## src/rtl/udma_crc_seq.sv

```systemverilog
// Burst sequencer in front of the CRC-16 accumulator: seeds it at burst start,
// forwards bus words through one register stage, then latches and presents the result.
module udma_crc_seq (
  input  logic        CLK4,
  input  logic        RST,
  input  logic        BURST_START,
  input  logic        BURST_STOP,
  input  logic        WORD_VLD,
  input  logic [15:0] WORD_D,
  input  logic        CRC_OUT_ACK,
  input  logic [15:0] CRC_Q,
  output logic        CRC_ARM,
  output logic        CRC_ENB,
  output logic [15:0] CRC_D,
  output logic [15:0] CRC_OUT,
  output logic        CRC_OUT_VLD,
  output logic [15:0] WORD_CNT,
  output logic        BUSY,
  output logic        ERR_PROTO
);

  typedef enum logic [2:0] {
    S_IDLE    = 3'd0,
    S_ACTIVE  = 3'd1,
    S_DRAIN   = 3'd2,
    S_LATCH   = 3'd3,
    S_PRESENT = 3'd4
  } state_t;

  state_t      state_q,    state_d;
  logic        arm_q,      arm_d;
  logic        enb_q,      enb_d;
  logic [15:0] crc_data_q, crc_data_d;
  logic [15:0] crc_out_q,  crc_out_d;
  logic        out_vld_q,  out_vld_d;
  logic [15:0] word_cnt_q, word_cnt_d;
  logic        busy_q,     busy_d;
  logic        err_q,      err_d;

  always_ff @(posedge CLK4) begin
    if (RST) begin
      state_q    <= S_IDLE;
      arm_q      <= 1'b0;
      enb_q      <= 1'b0;
      crc_data_q <= 16'h0000;
      crc_out_q  <= 16'h0000;
      out_vld_q  <= 1'b0;
      word_cnt_q <= 16'h0000;
      busy_q     <= 1'b0;
      err_q      <= 1'b0;
    end else begin
      state_q    <= state_d;
      arm_q      <= arm_d;
      enb_q      <= enb_d;
      crc_data_q <= crc_data_d;
      crc_out_q  <= crc_out_d;
      out_vld_q  <= out_vld_d;
      word_cnt_q <= word_cnt_d;
      busy_q     <= busy_d;
      err_q      <= err_d;
    end
  end

  always_comb begin
    state_d    = state_q;
    arm_d      = arm_q;
    enb_d      = 1'b0;
    crc_data_d = crc_data_q;
    crc_out_d  = crc_out_q;
    out_vld_d  = out_vld_q;
    word_cnt_d = word_cnt_q;
    err_d      = err_q;

    case (state_q)
      S_IDLE: begin
        if (BURST_START) begin
          state_d    = S_ACTIVE;
          arm_d      = 1'b1;
          word_cnt_d = 16'h0000;
          err_d      = 1'b0;
        end
      end
      S_ACTIVE: begin
        if (WORD_VLD) begin
          crc_data_d = WORD_D;
          enb_d      = 1'b1;
          word_cnt_d = (word_cnt_q == 16'hFFFF) ? word_cnt_q : word_cnt_q + 16'd1;
        end
        if (BURST_STOP) begin
          state_d = S_DRAIN;
        end
      end
      // The last enable issued in ACTIVE lands in the accumulator during this cycle.
      S_DRAIN: begin
        state_d = S_LATCH;
      end
      S_LATCH: begin
        crc_out_d = CRC_Q;
        out_vld_d = 1'b1;
        state_d   = S_PRESENT;
      end
      S_PRESENT: begin
        if (CRC_OUT_ACK) begin
          state_d   = S_IDLE;
          out_vld_d = 1'b0;
          arm_d     = 1'b0;
        end
      end
      default: begin
        state_d = S_IDLE;
      end
    endcase

    // Placed after the state logic so a stray word wins over the start-of-burst clear.
    if (WORD_VLD && (state_q != S_ACTIVE)) begin
      err_d = 1'b1;
    end

    busy_d = (state_d != S_IDLE);
  end

  assign CRC_ARM     = arm_q;
  assign CRC_ENB     = enb_q;
  assign CRC_D       = crc_data_q;
  assign CRC_OUT     = crc_out_q;
  assign CRC_OUT_VLD = out_vld_q;
  assign WORD_CNT    = word_cnt_q;
  assign BUSY        = busy_q;
  assign ERR_PROTO   = err_q;

endmodule

```

## config.mk

```make
export PLATFORM = sky130hd
export DESIGN_NAME = udma_crc_seq
export DESIGN_NICKNAME = d
export VERILOG_FILES = /design/src/rtl/udma_crc_seq.sv
export SDC_FILE = /design/constraint.sdc
export NUM_CORES = 1
export LEC_CHECK = 0
export ABC_AREA = 1
export CAP_MARGIN = 20
export CORE_UTILIZATION = 40
export DETAILED_ROUTE_END_ITERATION = 8
export HOLD_SLACK_MARGIN = 0.12
export PLACE_DENSITY = 0.79
export SYNTH_ARGS = -nofsm -noshare
export SYNTH_HDL_FRONTEND = slang
export SYNTH_SLANG_ARGS = --single-unit
```

## constraint.sdc

```tcl
create_clock -name CLK4 -period 1.75 [get_ports CLK4]
set_clock_uncertainty 0.15 [all_clocks]
set_input_delay 0.4375 -clock CLK4 [delete_from_list [all_inputs] [get_ports CLK4]]
set_output_delay 0.4375 -clock CLK4 [all_outputs]
set_load 0.02 [all_outputs]
```

Word level (Yosys, flattened, before mapping). Index checks and enable logic that the tools add are counted.

Register bits after elaboration: 56. Input bits: 38. Output and inout port bits: 53. Logic and storage cells: 51.

Add/subtract/negate cells: 1. Equality and inequality tests: 10. Multiplexer cells: 16. Bitwise operators: 1. Reduce and logical (&&, ||, !) cells: 14.

Operators with widths (number): $mux W16 (3); $pmux W16 S2 (1); $add A16 B1 Y16 const B (1); $eq A16 B16 Y1 const B (1); $pmux W3 S5 (1); $reduce_bool A2 Y1 (5); $mux W3 (3); $ne A2 B2 Y1 const B (4); $eq A3 B2 Y1 const B (2); $mux W1 (6); $reduce_and A2 Y1 (3); $pmux W1 S2 (2); $reduce_and A4 Y1 (1); $eq A3 B1 Y1 const B (1); $eq A3 B3 Y1 const B (1); $logic_not A3 Y1 (1); $ne A3 B1 Y1 const B (1); $reduce_and A3 Y1 (1); $reduce_bool A3 Y1 (1); $reduce_or A2 Y1 (1); $logic_and A1 B1 Y1 (1); $not A1 Y1 (1).

Depth between registers and ports, before layout. Gate-level depths: netlist (run 1).

Word-level depth: 4. Gate-level depth with buffers: 10. Depth with buffers taken out: 10.

Least setup slack after synthesis (run 1). Ideal clock, no wire load.

Path type: register -> register. Start: reg word_cnt_q[1] (netlist: WORD_CNT[1]). End: reg word_cnt_q[12] (netlist: WORD_CNT[12]). Setup time: 0.115 ns. Data arrival time: 1.578 ns. Setup slack: -0.093 ns. Stages on the path, launching flop included: 10. Clock period less this slack: 1.843 ns. Cells stage by stage: dfxtp_1 ha_1 nand2_2 nor2_4 nand2_2 o21ai_2 nand2_4 buf_4 a21oi_1 nor2_1.

Cells in the longest elaborated chain, start to end: 4.

Ends and longest elaborated chain: from (decl) (line 36) `logic [15:0] word_cnt_q, word_cnt_d;`; from (signal assigned) (line 58) `word_cnt_q <= word_cnt_d;`; $add A16 B1 Y16 (line 87) `word_cnt_d = (word_cnt_q == 16'hFFFF) ? word_cnt_q : word_cnt_q + 16'd1;`; $mux W16 (line 87); $mux W16 (line 84) `if (WORD_VLD) begin`; $pmux W16 S2 (line 74) `case (state_q)`.

Several ways; a longest one is shown, not always the timed one. The select of a mux whose other input is x is not followed. A chain may end at the register's enable or synchronous reset.

Final worst setup path (run 1).
Start: reg word_cnt_q[0] (netlist: WORD_CNT[0]). End: reg word_cnt_q[14] (netlist: WORD_CNT[14]).

Same word-level chain as after synthesis.

==> results.txt, run 1 <==
The worst IR drop on VDD came out at 0.482 mV. At the pin with the least slew margin, the transition time is 0.464 ns. The filler cells instantiated in the layout total 561. The final setup slack of the worst path is 0.0255 ns. The logic depth of the worst register-to-register path came out at 10. The worst hold path belongs to the class reg2reg. The clock network fraction of design power is 23.9%. The DRC violations left came out at 0.

Along the worst hold path, the cell count comes to 2. The detailed-route vias per instance came out at 4.96. The number of antenna violations at the first check in global routing came to 0. The worst setup path is launched from a flop. The met3 routing resource usage after global routing came out at 4.67%. At the later pin of the worst-skew pair, clock insertion delay measures 0.31 ns. The net switching power came out at 982 µW.

met2 is the most crowded layer. In this run the critical register-to-register path is launched from WORD_CNT[0]$_SDFFE_PP0P_. The number of endpoints failing setup at the final stage is 0.

The final routed wirelength across all metal layers came out at 7100 µm. Cells with a size suffix above 1 make up 14.9% of the layout. The horizontal die dimension came out at 81.6 µm. Registers are responsible for 47.9% of the overall power. In this run, synthesis produced a sequential element count of 56. The total via count after detailed routing came out at 2763.

After layout, the worst path uses 98.5% of the clock period. Across the run, the number of max-cap violations was 0. The gate count after technology mapping is 370. Clock-pin slew was measured on the worst setup and hold paths at 0.11 ns. The global routing usage summed across all routing layers came out at 20.7%. The switching part of the total power came out at 33.0%. The mean area per synthesized cell came out at 6.85 µm².

The area occupied by registers is 1130 µm². The number of global-route vias before repair was 2446. 0 antenna diodes ended up in the layout. The area added between synthesis and finish is 50.9%. The standard-cell row count came out at 28. The number of input and output port buffers inserted came out at 90. After the first detailed-routing iteration, the DRC count stood at 90. The number of nets at the end of the flow came out at 520. The number of antenna-violating nets in the routed design came out at 0. The largest net degree at the start of global routing came out at 42.

The footprint of the multi-input gates came out at 1360 µm². The global-route wire length before repair is 10800 µm. For this run, the number of Yosys warnings is 0. Counting I/O delays and the setup requirement, the final critical path takes 1.72 ns. The number of nets in the synthesized netlist is 409. The number of clock sinks seen by CTS came out at 56. For this design the ratio of total power to cell area is 778 nW/µm². Global routing finished with a remaining overflow of 0.

The portion of total power attributed to combinational logic is 28.1%. The highest net fanout along the worst path is 6. The final weighted congestion in routability-driven placement came out at 0.864. The setup slack of the worst register-to-register path is 0.03 ns. The run finished with clean final reports. Prior to clock tree synthesis, the placed netlist has a worst setup slack of -0.188 ns.

The synthesized area is 2540 µm². The number of max-slew violations in the final report came out at 0. The cell at the root of the clock tree is sky130_fd_sc_hd__clkbuf_8. The final routed wire length divided by cell count came out at 12.7 µm. The maximum count of clock buffers along a single path came out at 2. The overall die area came out at 6660 µm². After synthesis, flip-flops and latches occupy 44.2% of the total area. The critical path data arrival time came out at 1.78 ns. Measured against its own limit, the worst slew margin works out to 69.0%. The data required time of the worst path came out at 1.80 ns.

The path with the worst hold slack has its endpoint at CRC_OUT_VLD$_SDFFE_PP0P_. The final cell utilization of the core came out at 63.5%. The I/O pin count is 91.

The worst register-to-register path ends at WORD_CNT[14]$_SDFFE_PP0P_. Hold repair after CTS inserted 0 buffers. The die extent in y is 81.6 µm. The total clock buffers created by CTS is 5. For this run, global-route usage on met1 was measured as 25.6%. The placeable core area came out at 6030 µm².

The internal cell power is 2.00 mW. The kind of critical path is reg2reg. The fmax is 580 MHz. The level count of the clock H-tree is 2. TritonCTS built the clock tree. The final-report hold violation count is 0. The element type at the critical path end is a flop. For this configuration, the core starts out at a cell density of 42.1%.

For this run, the detailed router's first-pass iteration total came to 4. The startpoint identified for the worst hold timing path is CRC_OUT_VLD$_SDFFE_PP0P_. The met2 global-route usage came out at 36.0%. Once detailed placement completed, the half-perimeter wirelength came to 4860 µm. The netlist uses 27 different library cells. The cell leakage power is 1.73 nW.
-- placed cells by master, fill, tap and decap left out --
cell type and n:
sky130_fd_sc_hd__nand4_1 2, sky130_fd_sc_hd__nand2_1 63, sky130_fd_sc_hd__o21ai_0 34, sky130_fd_sc_hd__nor3b_1 1, sky130_fd_sc_hd__o21ai_4 1, sky130_fd_sc_hd__nor3_1 3
sky130_fd_sc_hd__o22ai_2 1, sky130_fd_sc_hd__o21ai_1 1, sky130_fd_sc_hd__clkbuf_8 5, sky130_fd_sc_hd__inv_4 2, sky130_fd_sc_hd__inv_6 1, sky130_fd_sc_hd__nand2_2 10
sky130_fd_sc_hd__a31oi_1 1, sky130_fd_sc_hd__nand2_8 3, sky130_fd_sc_hd__nand3_1 20, sky130_fd_sc_hd__nand2_4 4, sky130_fd_sc_hd__buf_12 3, sky130_fd_sc_hd__clkdlybuf4s50_1 37
sky130_fd_sc_hd__nor2_4 4, sky130_fd_sc_hd__o21bai_1 2, sky130_fd_sc_hd__clkdlybuf4s15_1 1, sky130_fd_sc_hd__dfxtp_4 1, sky130_fd_sc_hd__dfxtp_2 7, sky130_fd_sc_hd__a21oi_2 4
sky130_fd_sc_hd__nor2_2 3, sky130_fd_sc_hd__ha_4 1, sky130_fd_sc_hd__buf_4 20, sky130_fd_sc_hd__nor2_1 109, sky130_fd_sc_hd__dlygate4sd2_1 52, sky130_fd_sc_hd__dfxtp_1 48
sky130_fd_sc_hd__clkinvlp_4 1, sky130_fd_sc_hd__a21oi_1 11, sky130_fd_sc_hd__xor2_1 1, sky130_fd_sc_hd__inv_1 24, sky130_fd_sc_hd__clkinv_2 1
-- flip-flops by register name, indices dropped and copies added (netlist names) --
register,count
CRC_OUT_VLD,1
CRC_D,16
WORD_CNT,16
CRC_OUT,16
CRC_ARM,1
ERR_PROTO,1
BUSY,1
CRC_ENB,1
state_q,3
-- per-layer routing --
metal  wire length (µm)  vias to the layer above
li1                   -                     1397
met1               3110                     1265
met2               3350                       93
met3                572                        8
met4                 61                        0
met5                  0                        -
-- repair_timing --
action | in CTS | in global routing
setup endpoints to repair | 66 | 17
gates cloned | 2 | 3
pin swaps | 2 | 8
gates resized for setup | 55 | 24
setup buffers | 0 | 2
-- power by group through the flow --
stage                     combinational (mW)  clock (mW)  sequential [mW]
final                                  0.838       0.712             1.43
after global routing                   0.919       0.801             1.44
after CTS                              0.763       0.738             1.42
after detailed placement               0.792           0             1.45
after global placement                 0.778           0             1.45
after floorplan                        0.349           0             1.55
-- per-stage QoR --
step	power [mW]	cell area, µm²	hold slack [ns]	TNS (ns)	instances
CTS	2.92	3700	0.319	0	552
global route	3.16	3830	0.339	-0.197	557
detailed placement	2.24	3650	0.306	-1.94	542
global placement	2.23	3650	0.300	-1.64	542
finish	2.98	3830	0.317	0	557
floorplan	1.90	2540	0.386	0	370
-- worst max path at each step --
stage | start | to | depth (start not counted)
final | WORD_CNT[0]$_SDFFE_PP0P_ | WORD_CNT[14]$_SDFFE_PP0P_ | 10
after floorplan | WORD_CNT[1]$_SDFFE_PP0P_ | WORD_CNT[0]$_SDFFE_PP0P_ | 9
after CTS | WORD_CNT[2]$_SDFFE_PP0P_ | WORD_CNT[9]$_SDFFE_PP0P_ | 9
after global routing | WORD_CNT[0]$_SDFFE_PP0P_ | WORD_CNT[7]$_SDFFE_PP0P_ | 9
after global placement | WORD_VLD | WORD_CNT[11]$_SDFFE_PP0P_ | 6
after detailed placement | WORD_VLD | WORD_CNT[11]$_SDFFE_PP0P_ | 6
-- layout make-up --
cell class / instances / share of cell area, %
Multi-Input combinational cell: 279 / 35.6
Timing Repair Buffer: 113 / 27.3
Clock inverter: 3 / 0.556
Sequential cell: 56 / 29.6
Inverter: 26 / 2.68
Clock buffer: 5 / 1.80
Tap cell: 75 / 2.45
-- kinds of logic (layout without fill, tap and decap cells) --
kind of cell    Yosys count  count (layout)  synth area share (%)
simple gates            217             222                  36.1
xor+xnor                  1               1                 0.345
flops                    56              56                  44.2
buf+inv                  40             147                  6.96
compound gates           55              55                  11.9
fa+ha+maj                 1               1                 0.493
-- cell usage after synthesis --
library cell,n,area (µm²)
sky130_fd_sc_hd__a21oi_1,11,55.1
sky130_fd_sc_hd__a21oi_2,4,35.0
sky130_fd_sc_hd__a31oi_1,1,6.26
sky130_fd_sc_hd__buf_12,1,20.0
sky130_fd_sc_hd__buf_2,2,10.0
sky130_fd_sc_hd__buf_4,2,15.0
sky130_fd_sc_hd__clkbuf_1,9,33.8
sky130_fd_sc_hd__dfxtp_1,56,1120
sky130_fd_sc_hd__ha_1,1,12.5
sky130_fd_sc_hd__inv_1,24,90.1
sky130_fd_sc_hd__inv_2,2,7.51
sky130_fd_sc_hd__nand2_1,64,240
sky130_fd_sc_hd__nand2_2,9,56.3
sky130_fd_sc_hd__nand2_4,1,11.3
sky130_fd_sc_hd__nand2_8,1,20.0
sky130_fd_sc_hd__nand3_1,20,100
sky130_fd_sc_hd__nand4_1,2,12.5
sky130_fd_sc_hd__nor2_1,113,424
sky130_fd_sc_hd__nor2_2,1,6.26
sky130_fd_sc_hd__nor2_4,2,22.5
sky130_fd_sc_hd__nor3_1,3,15.0
sky130_fd_sc_hd__nor3b_1,1,7.51
sky130_fd_sc_hd__o21ai_0,35,175
sky130_fd_sc_hd__o21ai_2,1,8.76
sky130_fd_sc_hd__o21bai_1,2,15.0
sky130_fd_sc_hd__o22ai_1,1,6.26
sky130_fd_sc_hd__xor2_1,1,8.76
-- worst max-delay path, stage by stage, from the launching register on --
cell and delay (ns):
sky130_fd_sc_hd__dfxtp_4 0.38, sky130_fd_sc_hd__ha_4 0.16, sky130_fd_sc_hd__nand2_4 0.06, sky130_fd_sc_hd__nor2_4 0.12, sky130_fd_sc_hd__nand2_2 0.08, sky130_fd_sc_hd__o21ai_4 0.24
sky130_fd_sc_hd__nand2_8 0.15, sky130_fd_sc_hd__nand2_4 0.13, sky130_fd_sc_hd__nand2_1 0.06, sky130_fd_sc_hd__nand2_1 0.05, sky130_fd_sc_hd__nor2_1 0.03
Power figures use the tool's default switching activity.
==> run 2, diff against run 1 <==
--- a/config.mk
+++ b/config.mk
@@ -8,6 +8,7 @@
 export ABC_AREA = 1
 export CAP_MARGIN = 20
 export CORE_UTILIZATION = 40
+export CTS_CLUSTER_SIZE = 16
 export DETAILED_ROUTE_END_ITERATION = 8
 export HOLD_SLACK_MARGIN = 0.12
 export PLACE_DENSITY = 0.79
==> results of run 2 <==
The final DEF is identical to that of run 1; final timing and power are the same.
